## config.mk

```make
export PLATFORM = sky130hd
export DESIGN_NAME = deskew_ctrl_flat
export DESIGN_NICKNAME = d
export VERILOG_FILES = /design/src/rtl/deskew_ctrl_if.sv /design/src/rtl/deskew_ctrl.sv /design/src/flat_wrapper.sv
export SDC_FILE = /design/constraint.sdc
export NUM_CORES = 1
export LEC_CHECK = 0
export CAP_MARGIN = 40
export CORE_MARGIN = 2
export CORE_UTILIZATION = 30
export CTS_BUF_LIST = sky130_fd_sc_hd__clkbuf_8
export CTS_CLUSTER_SIZE = 40
export DETAILED_ROUTE_END_ITERATION = 12
export PLACE_DENSITY = 0.52
export SYNTH_ARGS = -nofsm -noshare
export SYNTH_HDL_FRONTEND = slang
export SYNTH_SLANG_ARGS = --single-unit
export TNS_END_PERCENT = 50
```

## constraint.sdc

```tcl
create_clock -name clk_r_local -period 3.6 [get_ports clk_r_local]
set_clock_uncertainty 0.05 [all_clocks]
set_input_delay 0.36 -clock clk_r_local [delete_from_list [all_inputs] [get_ports clk_r_local]]
set_output_delay 0.36 -clock clk_r_local [all_outputs]
set_load 0.1 [all_outputs]
```

## src/rtl/deskew_ctrl_if.sv

```systemverilog
// Bundle between the deskew sequencer and the per-lane deskew FIFOs.
// master = sequencer side, slave = lane/FIFO side.
interface deskew_ctrl_if #(
    parameter int NUM_LANES = 4,
    parameter int SKW       = 3
);
    logic                 link_en;
    logic [NUM_LANES-1:0] com_ahead;
    logic [NUM_LANES-1:0] fifo_not_empty;
    logic [2:0]           window_cnt;
    logic                 r_en;
    logic                 fifo_rst_n;
    logic                 aligned;
    logic                 deskew_err;
    logic [SKW-1:0]       skew_max;
    logic [7:0]           err_cnt;

    modport master (
        input  link_en,
        input  com_ahead,
        input  fifo_not_empty,
        output window_cnt,
        output r_en,
        output fifo_rst_n,
        output aligned,
        output deskew_err,
        output skew_max,
        output err_cnt
    );

    modport slave (
        output link_en,
        output com_ahead,
        output fifo_not_empty,
        input  window_cnt,
        input  r_en,
        input  fifo_rst_n,
        input  aligned,
        input  deskew_err,
        input  skew_max,
        input  err_cnt
    );
endinterface

```

## src/rtl/deskew_ctrl.sv

```systemverilog
// Lane-deskew sequencer: opens the shared count-4 window, measures COM arrival skew
// across lanes, broadcasts the common read enable, and flushes/retrains on errors.
module deskew_ctrl #(
    parameter int NUM_LANES = 4,
    parameter int MAX_SKEW  = 3,
    parameter int SKW       = $clog2(MAX_SKEW + 2)
) (
    input  logic          clk_r_local,
    input  logic          rstn,
    deskew_ctrl_if.master bus
);

    typedef enum logic [2:0] {
        ST_IDLE    = 3'd0,
        ST_COUNT   = 3'd1,
        ST_HUNT    = 3'd2,
        ST_ALIGNED = 3'd3,
        ST_FLUSH   = 3'd4
    } state_t;

    localparam logic [SKW-1:0] SKEW_LIMIT = SKW'(MAX_SKEW);
    localparam logic [SKW-1:0] CNT_SAT    = SKW'(MAX_SKEW + 1);

    state_t               state_q;
    logic [2:0]           window_cnt_q;
    logic [NUM_LANES-1:0] mask_q;
    logic [SKW-1:0]       skew_cnt_q;
    logic [SKW-1:0]       loss_cnt_q;
    logic                 flush_cnt_q;
    logic                 fifo_rst_n_q;
    logic                 aligned_q;
    logic                 deskew_err_q;
    logic [SKW-1:0]       skew_max_q;
    logic [7:0]           err_cnt_q;

    logic [NUM_LANES-1:0] mask_d;
    logic [SKW-1:0]       skew_cnt_d;
    logic [SKW-1:0]       loss_cnt_d;
    logic                 hunt_started;
    logic                 all_arrived;
    logic                 any_arrived;
    logic                 hunt_overflow;
    logic                 partial;
    logic                 loss_trip;
    logic                 link_drop;
    logic                 err_hit;
    logic                 go_flush;

    // Per-lane arrival latch: a lane stays marked once its first COM is seen.
    genvar gi;
    generate
        for (gi = 0; gi < NUM_LANES; gi++) begin : g_lane
            assign mask_d[gi] = mask_q[gi] | bus.com_ahead[gi];
        end
    endgenerate

    assign hunt_started = |mask_q;
    assign all_arrived  = &mask_d;
    assign any_arrived  = |mask_d;

    // Skew is 0 in the first-arrival cycle and counts up from there.
    always_comb begin
        skew_cnt_d = '0;
        if (hunt_started) begin
            skew_cnt_d = (skew_cnt_q == CNT_SAT) ? skew_cnt_q : skew_cnt_q + SKW'(1);
        end
    end

    assign hunt_overflow = any_arrived & ~all_arrived & (skew_cnt_d >= SKEW_LIMIT);

    assign partial = (|bus.fifo_not_empty) & ~(&bus.fifo_not_empty);

    always_comb begin
        loss_cnt_d = '0;
        if (partial) begin
            loss_cnt_d = (loss_cnt_q == CNT_SAT) ? loss_cnt_q : loss_cnt_q + SKW'(1);
        end
    end

    assign loss_trip = partial & (loss_cnt_d == CNT_SAT);

    assign err_hit = ((state_q == ST_HUNT) & hunt_overflow) |
                     ((state_q == ST_ALIGNED) & loss_trip);

    assign link_drop = ~bus.link_en & ((state_q == ST_COUNT) |
                                       (state_q == ST_HUNT)  |
                                       (state_q == ST_ALIGNED));

    // An error wins over a simultaneous link drop so it is still pulsed and counted.
    assign go_flush = err_hit | link_drop;

    always_ff @(posedge clk_r_local or negedge rstn) begin
        if (!rstn) begin
            state_q      <= ST_IDLE;
            window_cnt_q <= 3'd0;
            mask_q       <= '0;
            skew_cnt_q   <= '0;
            loss_cnt_q   <= '0;
            flush_cnt_q  <= 1'b0;
            fifo_rst_n_q <= 1'b1;
            aligned_q    <= 1'b0;
            deskew_err_q <= 1'b0;
            skew_max_q   <= '0;
            err_cnt_q    <= 8'd0;
        end else begin
            deskew_err_q <= err_hit;
            if (err_hit && (err_cnt_q != 8'hFF)) begin
                err_cnt_q <= err_cnt_q + 8'd1;
            end

            if (go_flush) begin
                state_q      <= ST_FLUSH;
                fifo_rst_n_q <= 1'b0;
                flush_cnt_q  <= 1'b0;
                window_cnt_q <= 3'd0;
                aligned_q    <= 1'b0;
                mask_q       <= '0;
                skew_cnt_q   <= '0;
                loss_cnt_q   <= '0;
            end else begin
                case (state_q)
                    ST_IDLE: begin
                        window_cnt_q <= 3'd0;
                        if (bus.link_en) begin
                            state_q <= ST_COUNT;
                        end
                    end
                    ST_COUNT: begin
                        window_cnt_q <= window_cnt_q + 3'd1;
                        if (window_cnt_q == 3'd3) begin
                            state_q <= ST_HUNT;
                        end
                    end
                    ST_HUNT: begin
                        if (all_arrived) begin
                            state_q    <= ST_ALIGNED;
                            aligned_q  <= 1'b1;
                            skew_max_q <= skew_cnt_d;
                            mask_q     <= '0;
                            skew_cnt_q <= '0;
                            loss_cnt_q <= '0;
                        end else begin
                            mask_q     <= mask_d;
                            skew_cnt_q <= skew_cnt_d;
                        end
                    end
                    ST_ALIGNED: begin
                        loss_cnt_q <= loss_cnt_d;
                    end
                    ST_FLUSH: begin
                        // Flush is held for exactly two cycles before retraining.
                        if (!flush_cnt_q) begin
                            flush_cnt_q <= 1'b1;
                        end else begin
                            flush_cnt_q  <= 1'b0;
                            fifo_rst_n_q <= 1'b1;
                            state_q      <= bus.link_en ? ST_COUNT : ST_IDLE;
                        end
                    end
                    default: begin
                        state_q <= ST_IDLE;
                    end
                endcase
            end
        end
    end

    assign bus.window_cnt = window_cnt_q;
    assign bus.r_en       = (state_q == ST_ALIGNED) & (&bus.fifo_not_empty);
    assign bus.fifo_rst_n = fifo_rst_n_q;
    assign bus.aligned    = aligned_q;
    assign bus.deskew_err = deskew_err_q;
    assign bus.skew_max   = skew_max_q;
    assign bus.err_cnt    = err_cnt_q;

endmodule

```

## src/flat_wrapper.sv

```systemverilog
// flat-port wrapper written by rule: the top's interface ports become plain ports
module deskew_ctrl_flat 
#(
    parameter int NUM_LANES = 4,
    parameter int MAX_SKEW  = 3,
    parameter int SKW       = $clog2(MAX_SKEW + 2)
)
  (clk_r_local, rstn, bus_link_en, bus_com_ahead, bus_fifo_not_empty, bus_window_cnt, bus_r_en, bus_fifo_rst_n, bus_aligned, bus_deskew_err, bus_skew_max, bus_err_cnt);
  deskew_ctrl_if #(.NUM_LANES(NUM_LANES), .SKW(SKW)) bus_i ();
  input  logic clk_r_local;
  input  logic rstn;
  input wire logic [$bits(bus_i.link_en)-1:0] bus_link_en;
  input wire logic [$bits(bus_i.com_ahead)-1:0] bus_com_ahead;
  input wire logic [$bits(bus_i.fifo_not_empty)-1:0] bus_fifo_not_empty;
  output wire logic [$bits(bus_i.window_cnt)-1:0] bus_window_cnt;
  output wire logic [$bits(bus_i.r_en)-1:0] bus_r_en;
  output wire logic [$bits(bus_i.fifo_rst_n)-1:0] bus_fifo_rst_n;
  output wire logic [$bits(bus_i.aligned)-1:0] bus_aligned;
  output wire logic [$bits(bus_i.deskew_err)-1:0] bus_deskew_err;
  output wire logic [$bits(bus_i.skew_max)-1:0] bus_skew_max;
  output wire logic [$bits(bus_i.err_cnt)-1:0] bus_err_cnt;
  assign bus_i.link_en = bus_link_en;
  assign bus_i.com_ahead = bus_com_ahead;
  assign bus_i.fifo_not_empty = bus_fifo_not_empty;
  assign bus_window_cnt = bus_i.window_cnt;
  assign bus_r_en = bus_i.r_en;
  assign bus_fifo_rst_n = bus_i.fifo_rst_n;
  assign bus_aligned = bus_i.aligned;
  assign bus_deskew_err = bus_i.deskew_err;
  assign bus_skew_max = bus_i.skew_max;
  assign bus_err_cnt = bus_i.err_cnt;
  deskew_ctrl #(.NUM_LANES(NUM_LANES), .MAX_SKEW(MAX_SKEW), .SKW(SKW)) u_core (.clk_r_local(clk_r_local), .rstn(rstn), .bus(bus_i));
endmodule
```

# Yosys cells after proc, flatten, opt, wreduce, memory -nomap -nowiden
# Index checks and enable logic that the tools add are counted.
[totals]
out_inout_bits = 18
reg_bits = 31
word_cells = 99
[classes]
bitwise = 20
n_mux = 31
eq_ne = 14
n_reduce_logical = 18
n_lt_le_gt_ge = 1
n_addsub = 4
[ops]
columns = ["operator", "count"]
rows = [
  ["3-bit two-way mux", 15],
  ["3-bit case mux with 5 select lines", 1],
  ["3-bit equality test, second input constant", 4],
  ["4-bit two-way mux", 3],
  ["3-bit case mux with 2 select lines", 2],
  ["4-bit OR reduction", 3],
  ["1-bit two-way mux", 10],
  ["3-bit by 1-bit adder with 3-bit output, second input constant", 3],
  ["3-bit by 2-bit equality test with 1-bit output, second input constant", 3],
  ["8-bit by 1-bit adder with 8-bit output, second input constant", 1],
  ["1-bit bitwise AND", 8],
  ["8-bit inequality test, second input constant", 1],
  ["1-bit OR", 8],
  ["4-bit AND reduction", 2],
  ["2-bit nonzero test", 4],
  ["3-bit by 1-bit inequality test with 1-bit output, second input constant", 2],
  ["3-bit by 2-bit inequality test with 1-bit output, second input constant", 2],
  ["2-bit AND reduction", 3],
  ["6-bit AND reduction", 1],
  ["3-bit nonzero test", 2],
  ["5-bit AND reduction", 1],
  ["1-bit NOT", 4],
  ["3-bit by 1-bit equality test with 1-bit output, second input constant", 1],
  ["3-bit by 2-bit greater-or-equal comparator with 1-bit output, second input constant", 1],
  ["3 further kinds", 3],
]

# Logic depth before layout (Yosys ltp)
[depth]
depth_word = 11
mapped_depth = 9
mapped_depth_nobuf = 7

# Least setup slack after synthesis
# No wires, ideal clock.
[synth_timing]
path_type = "register to register"
start = "reg u_core.err_cnt_q[0] (netlist: u_core.bus.err_cnt[0])"
end = "reg u_core.err_cnt_q[1] (netlist: u_core.bus.err_cnt[1])"
synth_period_minus_slack_ns = 2.332
path_stages_with_launch = 6
path_buffers = 0
arrival_time_ns = 2.154
slack_ns = 1.268
setup_time_ns = 0.128
path_cell_list = "dfrtp_1 -> ha_1 -> and3_1 -> nand3_1 -> and2_2 -> mux2_1"
[synth_between]
elab_chain_len = 2
[synth_lines]
columns = ["element", "line", "rtl"]
rows = [
  ["start: declaration", "deskew_ctrl.sv:34", "logic [7:0] err_cnt_q;"],
  ["start signal: assignment", "deskew_ctrl.sv:108", "err_cnt_q <= err_cnt_q + 8'd1;"],
  ["branches (longest 2 deep; another with 8-bit by 1-bit adder with 8-bit output)", "-", ""],
]
# Parallel ways; which one is timed is not known.
# A chain may end at the register's enable or synchronous reset.

# Worst setup path in the final report
[layout_timing]
start = "reg u_core.loss_cnt_q[0]"
end = "reg u_core.loss_cnt_q[2]"
[layout_between]
elab_chain_len = 10
[layout_lines]
columns = ["element", "line", "rtl"]
rows = [
  ["start: declaration", "deskew_ctrl.sv:28", "logic [SKW-1:0] loss_cnt_q;"],
  ["start signal: assignment", "deskew_ctrl.sv:148", "loss_cnt_q <= loss_cnt_d;"],
  ["3-bit by 1-bit adder with 3-bit output or 3-bit equality test (tied branches)", "deskew_ctrl.sv:76", "loss_cnt_d = (loss_cnt_q == CNT_SAT) ? loss_cnt_q : loss_cnt_q + SKW'(1);"],
  ["3-bit two-way mux *", "deskew_ctrl.sv:76", ""],
  ["3-bit two-way mux *", "deskew_ctrl.sv:75", "if (partial) begin"],
  ["3-bit equality test *", "deskew_ctrl.sv:80", "assign loss_trip = partial & (loss_cnt_d == CNT_SAT);"],
  ["1-bit bitwise AND *", "deskew_ctrl.sv:80", ""],
  ["1-bit bitwise AND *", "deskew_ctrl.sv:83", "((state_q == ST_ALIGNED) & loss_trip);"],
  ["1-bit OR *", "deskew_ctrl.sv:82", "assign err_hit = ((state_q == ST_HUNT) & hunt_overflow) |"],
  ["via u_core.err_hit", "deskew_ctrl.sv:46", "logic err_hit;"],
  ["1-bit OR *", "deskew_ctrl.sv:90", "assign go_flush = err_hit | link_drop;"],
  ["3-bit by 1-bit inequality test with 1-bit output (no source line) or 3-bit nonzero test (tied branches)", "-", ""],
  ["2-bit AND reduction (no source line)", "-", ""],
]
# Mark *: on every way through the listed nets, which the timed path passes. The rest lies on a longest branch.

==> run_results.csv <==
group,metric,value,unit
status,status,"finished, final reports clean",
clock_tree,cts_made_buffers,5,
floorplan,die_x,78.3,um
grt,grt_max_degree,32,
pwr,swShare,40.2,%
pwr,peakVddDrop,262,uV
layout,final_common_cell,"dfrtp_1",
placement,gp_congestion,0.737,
clock_tree,insertion_delay,0.27,ns
routing,drc_errors,0,
synthesis,syn_avg_cell_area,10.2,um2
layout,nets,228,
setup_path,crit_required,3.67,ns
clock_tree,post_cts_buffers,0,
clock_tree,cts_hold_buf,0,
setup_path,critPathArrivalTime,2.68,ns
routing,viasPerCell,4.84,
pwr,seqPwrFrac,37.9,%
clock_tree,clkTransAtPathRegs,0.07,ns
synthesis,synth_area_leaders,"dfrtp_1 45%, ha_1 5.3%, a21oi_1 4.2%",
sta,hold_viol_final,0,
setup_path,crit_type,"reg2reg",
placement,io_buffer_count,28,
clock_tree,cts_sinks,31,
hold_path,hold_path.class,"in2async",
clock_tree,cts_root_buf,"clkbuf_8",
routing,wl_per_cell,12.9,um
setup_path,path_max_fanout,18,
sta,min_period,2.60,ns
placement,hpwlAfterDp,2720,um
sta,maxSlewViolCount,0,
grt,antenna_found_initial,0,
pwr,power_density,525,nW/um2
sta,rsz0062_at_grt,"no",
routing,dr.pass1.iters,4,
sta,timing.final.crit_share,72.3,%
synthesis,syn_area,1660,um2
grt,grt.total_usage,13.4,%
floorplan,num_rows,27,
clock_tree,cts_tree,"yes",
routing,drt-total-wl,3630,um
floorplan,die_y,78.3,um
setup_path,endpoint_kind,"flop",
synthesis,synth_area_leader_cell,"dfrtp_1",
synthesis,synth_edf_count,0,
pwr,p_leak,1.01,nW
floorplan,io_pins,29,
synthesis,synth-main-ff-cell,"dfrtp_1",
grt,grt_pass1_vias,1444,
routing,postRouteAntennaNets,0,
layout,final_area,2340,um2
floorplan,die_area,6130,um2
layout,final_util,43.2,%
floorplan,start_util,30.6,%
pwr,power_frac_comb,39.8,%
sta,fmax,0.384,GHz
synthesis,syn-num-nets,180,
floorplan,fp.coreArea,5410,um2
sta,slew_headroom,51.9,%
sta,setup_viol,0,
layout,mostFrequentLayoutCells,"30 x dfrtp_1, 27 x clkdlybuf4s50_1, 17 x buf_8, 14 x a21oi_1, 13 x nor2_1",
synthesis,synth_top_area_share,45.4,%
synthesis,synthArstFlopShare,100,%
synthesis,synthCells,162,
clock_tree,htreeDepth,2,
pwr,p_switching,0.493,mW
layout,final_layout_size_suffix_gt1_share,19.5,%
layout,antenna_cells,0,
sta,tns,0,ns
clock_tree,clk_path_buf_depth,2,
grt,grt_pass1_wl,6530,um
routing,vias,1364,
grt,grt-ovfl-total,0,
layout,area_growth,41.2,%
synthesis,yosysSeqAreaShare,46.9,%
pwr,clockPowerShare,22.4,%
layout,fillCellCount,546,
synthesis,synth_cell_types,44,
synthesis,yosys_warnings,0,
pwr,internal_power,0.733,mW
setup_path,start_kind,"flop",
sta,worst_pin_slew,0.722,ns
clock_tree,post_cts_resized,0,
placement,dpl_cell_area,2250,um2
synthesis,ys_ff_latch,31,
flow_run,cap_violations,0,
routing,drt_iter0_drc,57,
## registers in the layout (all words and copies together), names as in the netlist, 3 cells and up
signal and flops:
u_core.state_q 3, u_core.bus.err_cnt 8, u_core.loss_cnt_q 3, u_core.skew_cnt_q 3, u_core.mask_q 4, u_core.bus.skew_max 3, u_core.bus.window_cnt 3
## power by group through the flow
stage,Combinational (mW),Sequential [mW],Clock [mW]
global route,0.524,0.476,0.307
floorplan,0.205,0.590,0
finish,0.487,0.465,0.274
CTS,0.494,0.465,0.286
global placement,0.413,0.467,0
detailed placement,0.490,0.470,0
## worst max-delay path, stage by stage (launching register included)
cell	delay, ns
dfrtp_1	0.43
ha_1	0.26
or3b_1	0.40
a311oi_2	0.30
o2bb2ai_2	0.23
or2_1	0.63
nor3_1	0.15
## worst paths after layout
check	endpoint	depth (start not counted)	start	slack, ns
worst min register to register	u_core.bus.skew_max[2]	2	u_core.bus.skew_max[2]	0.46
worst max-delay path	u_core.loss_cnt_q[2]	6	u_core.loss_cnt_q[0]	1.0
max in group asynchronous	u_core.bus.fifo_rst_n	2	rstn	2.74
worst max register to register	u_core.loss_cnt_q[2]	6	u_core.loss_cnt_q[0]	1.0
worst min-delay path	u_core.bus.err_cnt[6]	2	rstn	0.43
min in group clk_r_local	u_core.bus.skew_max[2]	2	u_core.bus.skew_max[2]	0.46
## cell type report
cell class	count	area [um2]	share of cell area, %
clock inverters	1	5.00	0.214
clock buffers	6	82.6	3.53
inverters	8	30.0	1.28
multi-input cells	118	812	34.7
repair buffers	46	541	23.1
well taps	72	90.1	3.85
flip-flops and latches	31	777	33.2
## routing by layer
| layer | global-route usage [%] | routed length (um) | up-vias |
|---|---|---|---|
| met5 | 0 | 0 | - |
| met4 | 4.74 | 29 | 0 |
| met3 | 3.33 | 138 | 2 |
| met2 | 21.9 | 1810 | 30 |
| met1 | 17.2 | 1640 | 656 |
| li1 | - | - | 676 |
## stage by stage
step | worst slack, ns | hold WS (ns) | power [mW] | instances
3_3_place_gp | 1.07 | 0.443 | 0.880 | 258
4_1_cts | 0.976 | 0.434 | 1.24 | 282
6_report | 0.998 | 0.426 | 1.23 | 282
2_1_floorplan | 1.27 | 0.0144 | 0.795 | 162
3_5_place_dp | 0.927 | 0.460 | 0.960 | 275
5_1_grt | 0.785 | 0.454 | 1.31 | 282
## synthesized netlist by cell type (2+ instances only)
cell type	number
nor2_1	13
a31oi_1	2
buf_2	2
nand3_1	8
o22ai_1	2
nand2_1	8
mux2i_1	2
nand3b_1	5
a21oi_1	14
nor3_1	8
buf_6	2
nand2b_1	2
ha_1	7
and3_1	6
xor2_1	2
o21ai_0	4
nor4_1	2
a22oi_1	2
nand4_1	2
xnor2_1	5
dfrtp_1	30
inv_1	8
a21oi_2	4
mux2_1	2
## cell families (layout without fill, tap and decap cells)
group	Yosys count	count (layout)	share of synthesized area [%]
simple gates	63	63	21.8
fa+ha+maj	7	7	5.29
mux	5	5	3.25
buf+inv	13	61	4.01
xor+xnor	7	7	3.70
compound gates	36	36	15.0
flops	31	31	46.9
(Power assumes the default switching activity.)
